File: config.mk
export PLATFORM = sky130hd
export DESIGN_NAME = layer_mac_sequencer
export DESIGN_NICKNAME = d
export VERILOG_FILES = /design/src/rtl/gan_pkg.sv /design/src/rtl/valid_delay_line.sv /design/src/rtl/layer_mac_sequencer.sv
export SDC_FILE = /design/constraint.sdc
export NUM_CORES = 1
export LEC_CHECK = 0
export ABC_AREA = 1
export BUFFER_PORTS_ARGS = -buffer_cell sky130_fd_sc_hd__buf_2
export CAP_MARGIN = 25
export CORE_MARGIN = 8
export CORE_UTILIZATION = 50
export CTS_BUF_LIST = sky130_fd_sc_hd__clkbuf_8
export CTS_CLUSTER_SIZE = 25
export DETAILED_ROUTE_END_ITERATION = 8
export PLACE_DENSITY = 0.75
export SETUP_SLACK_MARGIN = 0.1
export SLEW_MARGIN = 20
export SYNTH_ARGS = -nofsm -noshare
export SYNTH_HDL_FRONTEND = slang
export SYNTH_HIERARCHICAL = 1
export SYNTH_SLANG_ARGS = --single-unit
File: constraint.sdc
create_clock -name clk -period 1.3 [get_ports clk]
set_input_delay 0.13 -clock clk [delete_from_list [all_inputs] [get_ports clk]]
set_output_delay 0.13 -clock clk [all_outputs]
set_load 0.02 [all_outputs]
File: src/rtl/gan_pkg.sv
// Shared definitions for the GAN generator: Q8.8 data format, layer
// dimensions and the layer sequencer state encoding.
package gan_pkg;

  // Q8.8 fixed-point format used by the MAC datapath
  localparam int Q_W    = 16;
  localparam int Q_FRAC = 8;

  // Generator layer dimensions (inputs -> neurons)
  localparam int L1_N_IN  = 64;
  localparam int L1_N_OUT = 256;
  localparam int L2_N_IN  = 256;
  localparam int L2_N_OUT = 512;
  localparam int L3_N_IN  = 512;
  localparam int L3_N_OUT = 784;

  // Sequencer state encoding, exported so the top-level controller can
  // decode debug state.
  typedef enum logic [2:0] {
    ST_IDLE  = 3'd0,
    ST_CLEAR = 3'd1,
    ST_RUN   = 3'd2,
    ST_DRAIN = 3'd3,
    ST_WRITE = 3'd4,
    ST_DONE  = 3'd5
  } seq_state_e;

  // Index width that never collapses to zero bits for a count of one
  function automatic int safe_clog2(input int n);
    return (n > 1) ? $clog2(n) : 1;
  endfunction

endpackage

File: src/rtl/valid_delay_line.sv
// DEPTH-stage shift register that aligns the address-issue flag with the
// moment its read data reaches the MAC.
module valid_delay_line #(
  parameter int DEPTH = 1
) (
  input  logic clk,
  input  logic rst,
  input  logic in_valid,
  output logic out_valid
);

  logic [DEPTH-1:0] stage_q;
  logic [DEPTH-1:0] stage_d;

  // Shift the issue flag one stage per cycle
  always_comb begin
    stage_d    = stage_q;
    stage_d[0] = in_valid;
    for (int i = 1; i < DEPTH; i++) begin
      stage_d[i] = stage_q[i-1];
    end
  end

  // Stage registers; reset empties the whole line
  always_ff @(posedge clk) begin
    if (rst) begin
      stage_q <= {DEPTH{1'b0}};
    end else begin
      stage_q <= stage_d;
    end
  end

  assign out_valid = stage_q[DEPTH-1];

endmodule

File: src/rtl/layer_mac_sequencer.sv
// Control FSM that walks one shared MAC datapath through a fully
// connected layer: clear, N_IN accumulates, read-latency drain, writeback.
module layer_mac_sequencer
  import gan_pkg::*;
#(
  parameter int N_IN   = L1_N_IN,
  parameter int N_OUT  = L1_N_OUT,
  parameter int RD_LAT = 1,
  parameter int IDX_W  = safe_clog2(N_IN),
  parameter int NEU_W  = safe_clog2(N_OUT)
) (
  input  logic                   clk,
  input  logic                   rst,
  input  logic                   start,
  output logic                   busy,
  output logic                   done,
  output logic [IDX_W-1:0]       in_idx,
  output logic [NEU_W+IDX_W-1:0] w_addr,
  output logic [NEU_W-1:0]       b_addr,
  output logic                   mac_clr,
  output logic                   mac_en,
  output logic                   wr_en,
  output logic [NEU_W-1:0]       wr_idx
);

  localparam int AW    = NEU_W + IDX_W;
  localparam int LAT_W = 3;

  localparam logic [IDX_W-1:0] IDX_LAST  = IDX_W'(N_IN - 1);
  localparam logic [NEU_W-1:0] NEU_LAST  = NEU_W'(N_OUT - 1);
  localparam logic [LAT_W-1:0] LAT_LAST  = LAT_W'(RD_LAT - 1);
  localparam logic [AW-1:0]    BASE_STEP = AW'(N_IN);

  seq_state_e       state_q, state_d;
  logic [NEU_W-1:0] neuron_q, neuron_d;
  logic [IDX_W-1:0] in_idx_q, in_idx_d;
  logic [AW-1:0]    base_q, base_d;
  logic [LAT_W-1:0] lat_q, lat_d;
  logic             issue_s;

  // Next-state and counter update; the weight base advances by N_IN per
  // neuron so no multiplier is needed for neuron*N_IN.
  always_comb begin
    state_d  = state_q;
    neuron_d = neuron_q;
    in_idx_d = in_idx_q;
    base_d   = base_q;
    lat_d    = lat_q;
    case (state_q)
      ST_IDLE: begin
        if (start) begin
          state_d  = ST_CLEAR;
          neuron_d = {NEU_W{1'b0}};
          in_idx_d = {IDX_W{1'b0}};
          base_d   = {AW{1'b0}};
        end else begin
          state_d = ST_IDLE;
        end
      end
      ST_CLEAR: begin
        in_idx_d = {IDX_W{1'b0}};
        lat_d    = {LAT_W{1'b0}};
        state_d  = ST_RUN;
      end
      ST_RUN: begin
        if (in_idx_q == IDX_LAST) begin
          state_d = ST_DRAIN;
        end else begin
          in_idx_d = in_idx_q + IDX_W'(1);
        end
      end
      ST_DRAIN: begin
        // Drain length equals RD_LAT, so the delay line is empty at WRITE
        if (lat_q == LAT_LAST) begin
          state_d = ST_WRITE;
        end else begin
          lat_d = lat_q + LAT_W'(1);
        end
      end
      ST_WRITE: begin
        if (neuron_q == NEU_LAST) begin
          state_d = ST_DONE;
        end else begin
          neuron_d = neuron_q + NEU_W'(1);
          base_d   = base_q + BASE_STEP;
          in_idx_d = {IDX_W{1'b0}};
          state_d  = ST_CLEAR;
        end
      end
      ST_DONE: begin
        neuron_d = {NEU_W{1'b0}};
        in_idx_d = {IDX_W{1'b0}};
        base_d   = {AW{1'b0}};
        state_d  = ST_IDLE;
      end
      default: begin
        state_d = ST_IDLE;
      end
    endcase
  end

  // State and counter registers with synchronous reset
  always_ff @(posedge clk) begin
    if (rst) begin
      state_q  <= ST_IDLE;
      neuron_q <= {NEU_W{1'b0}};
      in_idx_q <= {IDX_W{1'b0}};
      base_q   <= {AW{1'b0}};
      lat_q    <= {LAT_W{1'b0}};
    end else begin
      state_q  <= state_d;
      neuron_q <= neuron_d;
      in_idx_q <= in_idx_d;
      base_q   <= base_d;
      lat_q    <= lat_d;
    end
  end

  assign issue_s = (state_q == ST_RUN);

  valid_delay_line #(
    .DEPTH (RD_LAT)
  ) u_valid_delay_line (
    .clk       (clk),
    .rst       (rst),
    .in_valid  (issue_s),
    .out_valid (mac_en)
  );

  assign busy    = (state_q != ST_IDLE);
  assign done    = (state_q == ST_DONE);
  assign mac_clr = (state_q == ST_CLEAR);
  assign wr_en   = (state_q == ST_WRITE);
  assign in_idx  = in_idx_q;
  assign w_addr  = base_q + {{NEU_W{1'b0}}, in_idx_q};
  assign b_addr  = neuron_q;
  assign wr_idx  = neuron_q;

endmodule
; After elaboration in Yosys (flattened, before gate mapping)
; Cells that the tools add are included.
[word_totals]
reg_bits = 35
latch_bits = 0
mem_bits_rw = 0
mem_bits_ro = 0
out_inout_bits = 41
mem_count = 0
[classes]
n_addsub = 5
multipliers = 0
div_mod_pow = 0
magnitude_cmp = 0
eq_ne = 13
shifts = 0
mux = 17
bitwise_logic = 0
reduce_logical = 11
[op_table]
columns = op, count
row1 = one-hot mux 14 bit (3 select lines), 1
row2 = 2-to-1 mux 14 bit, 2
row3 = one-hot mux 6 bit (4 select lines), 1
row4 = one-hot mux 8 bit (3 select lines), 1
row5 = 2-to-1 mux 6 bit, 3
row6 = 2-to-1 mux 8 bit, 2
row7 = one-hot mux 3 bit (5 select lines), 1
row8 = adder 14 x 6 -> 14 bit, 1
row9 = "adder 14 x 7 -> 14 bit, second input constant", 1
row10 = 2-to-1 mux 3 bit, 4
row11 = "inequality test 2 bit, second input constant", 6
row12 = "adder 8 x 1 -> 8 bit, second input constant", 1
row13 = "equality test 8 bit, second input constant", 1
row14 = "adder 6 x 1 -> 6 bit, second input constant", 1
row15 = "equality test 3 x 2 -> 1 bit, second input constant", 2
row16 = "equality test 3 bit, second input constant", 2
row17 = "equality test 6 bit, second input constant", 1
row18 = logical NOT 3 bit, 2
row19 = one-hot mux 3 bit (2 select lines), 1
row20 = nonzero test 3 bit, 2
row21 = AND reduction 2 bit, 2
row22 = AND reduction 4 bit, 1
row23 = nonzero test 4 bit, 1
row24 = "adder 3 x 1 -> 3 bit, second input constant", 1
row25 = 5 further kinds, 5

; Longest topological paths before layout
[logic_depth]
ltp_word = 4
depth_mapped = 9
mapped_depth_nobuf = 9

; Modules after synthesis
; The synthesis kept the hierarchy.
[by_module_without_submodules]
columns = mod, instances, cells_per_inst, area_per_inst_um2, seq_area_each_um2
row1 = layer_mac_sequencer, 1, 286, 1826.8, 560.5
row2 = valid_delay_line, 1, 3, 30.0, 20.0

; Worst setup path before layout
; OpenSTA, ideal clock, no wires.
[synth_path]
path_kind = reg-to-reg
startpoint = register neuron_q[0] (netlist: b_addr[0])
endpoint = register neuron_q[6] (netlist: b_addr[6])
arrival_ns = 1.546
slack_ns = -0.316
path_stages_with_launch = 9
path_buffers = 1
synth_period_minus_slack_ns = 1.616
path_cell_list = dfxtp_1 > ha_1 > nand2_1 > nor2_1 > nand3_4 > nand3_2 > buf_6 > nand2_1 > a21oi_1
[synth_between]
elab_chain_cells = 3
elab_cells_between_ends = 6
classes_between = add/sub (1) / eq/ne (2) / mux (2) / reduce/logical (1)
[synth_rtl]
columns = element, line_no
row1 = from (decl), layer_mac_sequencer.sv:35  ; logic [NEU_W-1:0] neuron_q, neuron_d;
row2 = from (signal assigned), layer_mac_sequencer.sv:106  ; neuron_q <= {NEU_W{1'b0}};
row3 = from (signal assigned), layer_mac_sequencer.sv:112  ; neuron_q <= neuron_d;
row4 = adder 8 x 1 -> 8 bit / equality test 8 bit (equally long branches), "layer_mac_sequencer.sv:84, layer_mac_sequencer.sv:81"
row5 = 2-to-1 mux 8 bit / inequality test 2 bit (equally long branches), n/a
row6 = one-hot mux 8 bit (3 select lines) / AND reduction 3 bit (equally long branches), n/a
; Several ways; a longest one is shown, not always the timed one. The select of a mux whose other input is x is not followed.
; A chain may end at the register's enable or synchronous reset.

; Worst setup path in the final report
[layout_path]
startpoint = register state_q[0]
endpoint = register neuron_q[3] (netlist: b_addr[3])
[layout_between]
elab_chain_cells = 3
elab_cells_between_ends = 8
classes_between = eq/ne (4) / mux (1) / reduce/logical (3)
[layout_rtl]
columns = element, line_no
row1 = from (decl), layer_mac_sequencer.sv:34  ; seq_state_e state_q, state_d;
row2 = from (signal assigned), layer_mac_sequencer.sv:111  ; state_q <= state_d;
row3 = equality test 3 bit / logical NOT 3 bit (equally long branches), layer_mac_sequencer.sv:49  ; case (state_q)
row4 = inequality test 2 bit (no source line) / nonzero test 3 bit (equally long branches), n/a
row5 = AND reduction 3 bit (no source line), n/a
; Several ways; a longest one is shown, not always the timed one.

==> metrics.txt <==
status complete, but fails checks; failing checks negative setup slack; reg2reg path depth 6; top cells by area, synth dfxtp_1 31%, nand2_1 13%, nor2_1 9.5%; leak pwr 1.32 nW; hold endpoint b_addr[6]; Max FO, Critical Path 15; post-synthesis cell area 1860 um^2; internal cell power 2.15 mW; Worst R2R End b_addr[3]; DR WL/cell 13.3 um; Filler cells 264; final critical-path required period 1.33 ns; RSZ-0062 raised after global routing true; sequential share of power 31.0%; crit path kind reg -> reg; initial core utilization 51.5%; Worst Clk Skew 0.0112 ns; worst-skew pair later-pin latency 0.29 ns; setup tns final -0.128 ns; Final Cycle Share 102%; port bufs 43; die height 76.9 um; TritonRoute pass-1 iters 4; core footprint 3610 um^2; PnR worst setup slack -0.0255 ns; IO Pins 44; Crit path depth 6; # setup viols final 15; YS warnings 6; DR vias 2,111; number of remaining DRC errors 0; Max-Cap Viols 0; largest area contributor in the netlist dfxtp_1; largest net degree at the start of global routing 16; post-synthesis cell type count 28; IR drop worst, VDD 0.926 mV; post-synth net total 298; Tot GR Track Use 17.7%; crit path capture type flop; CP required 1.49 ns; Synth Area per Inst 6.42 um^2; Fmax 0.754 GHz; cells along the critical path nor2_2 -> nand2_2 -> nand2_4 -> nand3_4 -> o21ai_0 -> nor2_1; Die W 76.9 um; number of global-route vias before repair 2,065; P&R area growth vs syn 49.0%; sequential cell area fraction in the yosys report 31.3%; root buffer cell clkbuf_8; DP HPWL 3570 um; H-tree depth 2; RR Startpoint state_q[0]; Slew Limit Fails 0; Comb pwr share 49.7%; first-pass GRT wire length 8870 um; most frequent cells in the layout 52 x nand2_1, 41 x buf_4, 38 x nor2_1, 34 x buf_2, 29 x inv_1; Pwr Density 1360 nW/um^2; sw frac 42.8%; Yosys reg bits 29; CP max stage delay 0.36 ns; CP delay by family, top simple AND/OR/NAND/NOR gates; Crit-path slowest cell dfxtp_2; Sw Pwr 1.61 mW; ratio of cells with drive above 1 in the final layout 47.9%; Mapped Cells 289; Reg2Reg Setup Slack -0.03 ns; die area 5920 um^2; clock network power share 19.3%; Hold Path Class in -> reg; hold_sp rst; Placer Congestion 0.878; worst slack, placed -0.0504 ns; initial antenna violation count 0; CTS Buf Count 5; Buffers & Inverters on Critical Path 0; commonest non-fill, non-tap cell in the layout nand2_1; top cell type's share of synthesized area 31.3%; 1st-iter DRT viols 192; Hold Path Depth 3; arrival time at the worst endpoint 1.51 ns; smallest hold slack 0.183 ns; Final Power 3.75 mW; floorplan row count 22; final hold vios 0; WL final 5470 um; Max Root-Sink Buffers 2; CP startpoint kind flop; diode count 0; hold buffers post-CTS 0; Layout Utilization 76.7%; post-DR vias/cell 5.14; Nets 371; DRT antenna net count 0; Sink Count 29; gr ovfl total 0; Reg clk slew, reported paths 0.07 ns; CTS tree built
-- cell usage after synthesis (all sizes together) --
master,count
inv,36
a21oi,20
nor2,52
o21ai,19
o21a,1
ha,6
dfxtp,29
nor3,3
or2,4
conb,1
nand3,15
nand4,7
xnor2,2
buf,14
xor2,5
clkbuf,6
nand3b,1
nand2,65
o21bai,1
clkdlybuf4s50,1
nor3b,1
-- area by class of cell --
type                    count  area, um^2  area share [%]
flip-flops and latches     29         617            22.3
clock inverters             3        13.8           0.498
clock buffers               5        68.8            2.49
repair buffers             86         602            21.8
inverters                  36         138            4.98
multi-input cells         204        1270            45.8
well taps                  48        60.1            2.17
-- metal layers --
metal / vias up / GRT usage (%) / routed length [um]
li1: 1045 / - / -
met1: 993 / 17.7 / 2160
met2: 61 / 31.9 / 2900
met3: 12 / 5.59 / 305
met4: 0 / 9.42 / 104
met5: - / 0 / 0
-- sequential cells by signal, summed over array words and instances, names as in the netlist --
register	flops
b_addr	8
base_q	8
in_idx	6
lat_q	3
state_q	3
u_valid_delay_line/out_valid	1
-- how the worst max path moves through the flow --
stage	from	to	slack, ns
6_report	state_q[0]	b_addr[3]	-0.03
3_3_place_gp	in_idx[0]	in_idx[0]	-0.01
2_1_floorplan	b_addr[1]	b_addr[2]	-0.004
4_1_cts	state_q[0]	wr_en	-0.001
3_5_place_dp	b_addr[1]	in_idx[5]	-0.05
5_1_grt	b_addr[0]	in_idx[4]	-0.13
-- worst min-delay path: cells and delay by family --
| family | cells | cell delay [ns] |
|---|---|---|
| buf+inv | 2 | 0.27 |
| compound gates | 1 | 0.04 |
-- cell families after synthesis --
family / synth area share [%]
simple gates: 35.4
other cells: 0.202
compound gates: 11.3
xor+xnor: 3.30
flops: 31.3
fa+ha+maj: 4.04
buf+inv: 14.4
-- repair_timing --
| item | 4_1_cts | 5_1_grt |
|---|---|---|
| setup buffers | 8 | 3 |
| pin swaps | 12 | 8 |
| endpoints found under the setup margin | 34 | 39 |
| gates resized for setup | 42 | 33 |
| gates cloned | 1 | 0 |
-- power groups by stage --
stage | sequential (mW) | combinational [mW] | clock (mW)
floorplan | 1.26 | 0.997 | 0
global placement | 1.16 | 1.49 | 0
detailed placement | 1.16 | 1.51 | 0
CTS | 1.15 | 1.74 | 0.731
global route | 1.18 | 2.03 | 0.776
finish | 1.17 | 1.87 | 0.723
-- per-stage QoR --
step / std cells / area, um^2
after floorplan: 289 / 1970
after global placement: 391 / 2350
after detailed placement: 391 / 2350
after CTS: 408 / 2630
after global routing: 411 / 2770
final: 411 / 2770
Note: power is estimated with default switching activity, not from simulation.
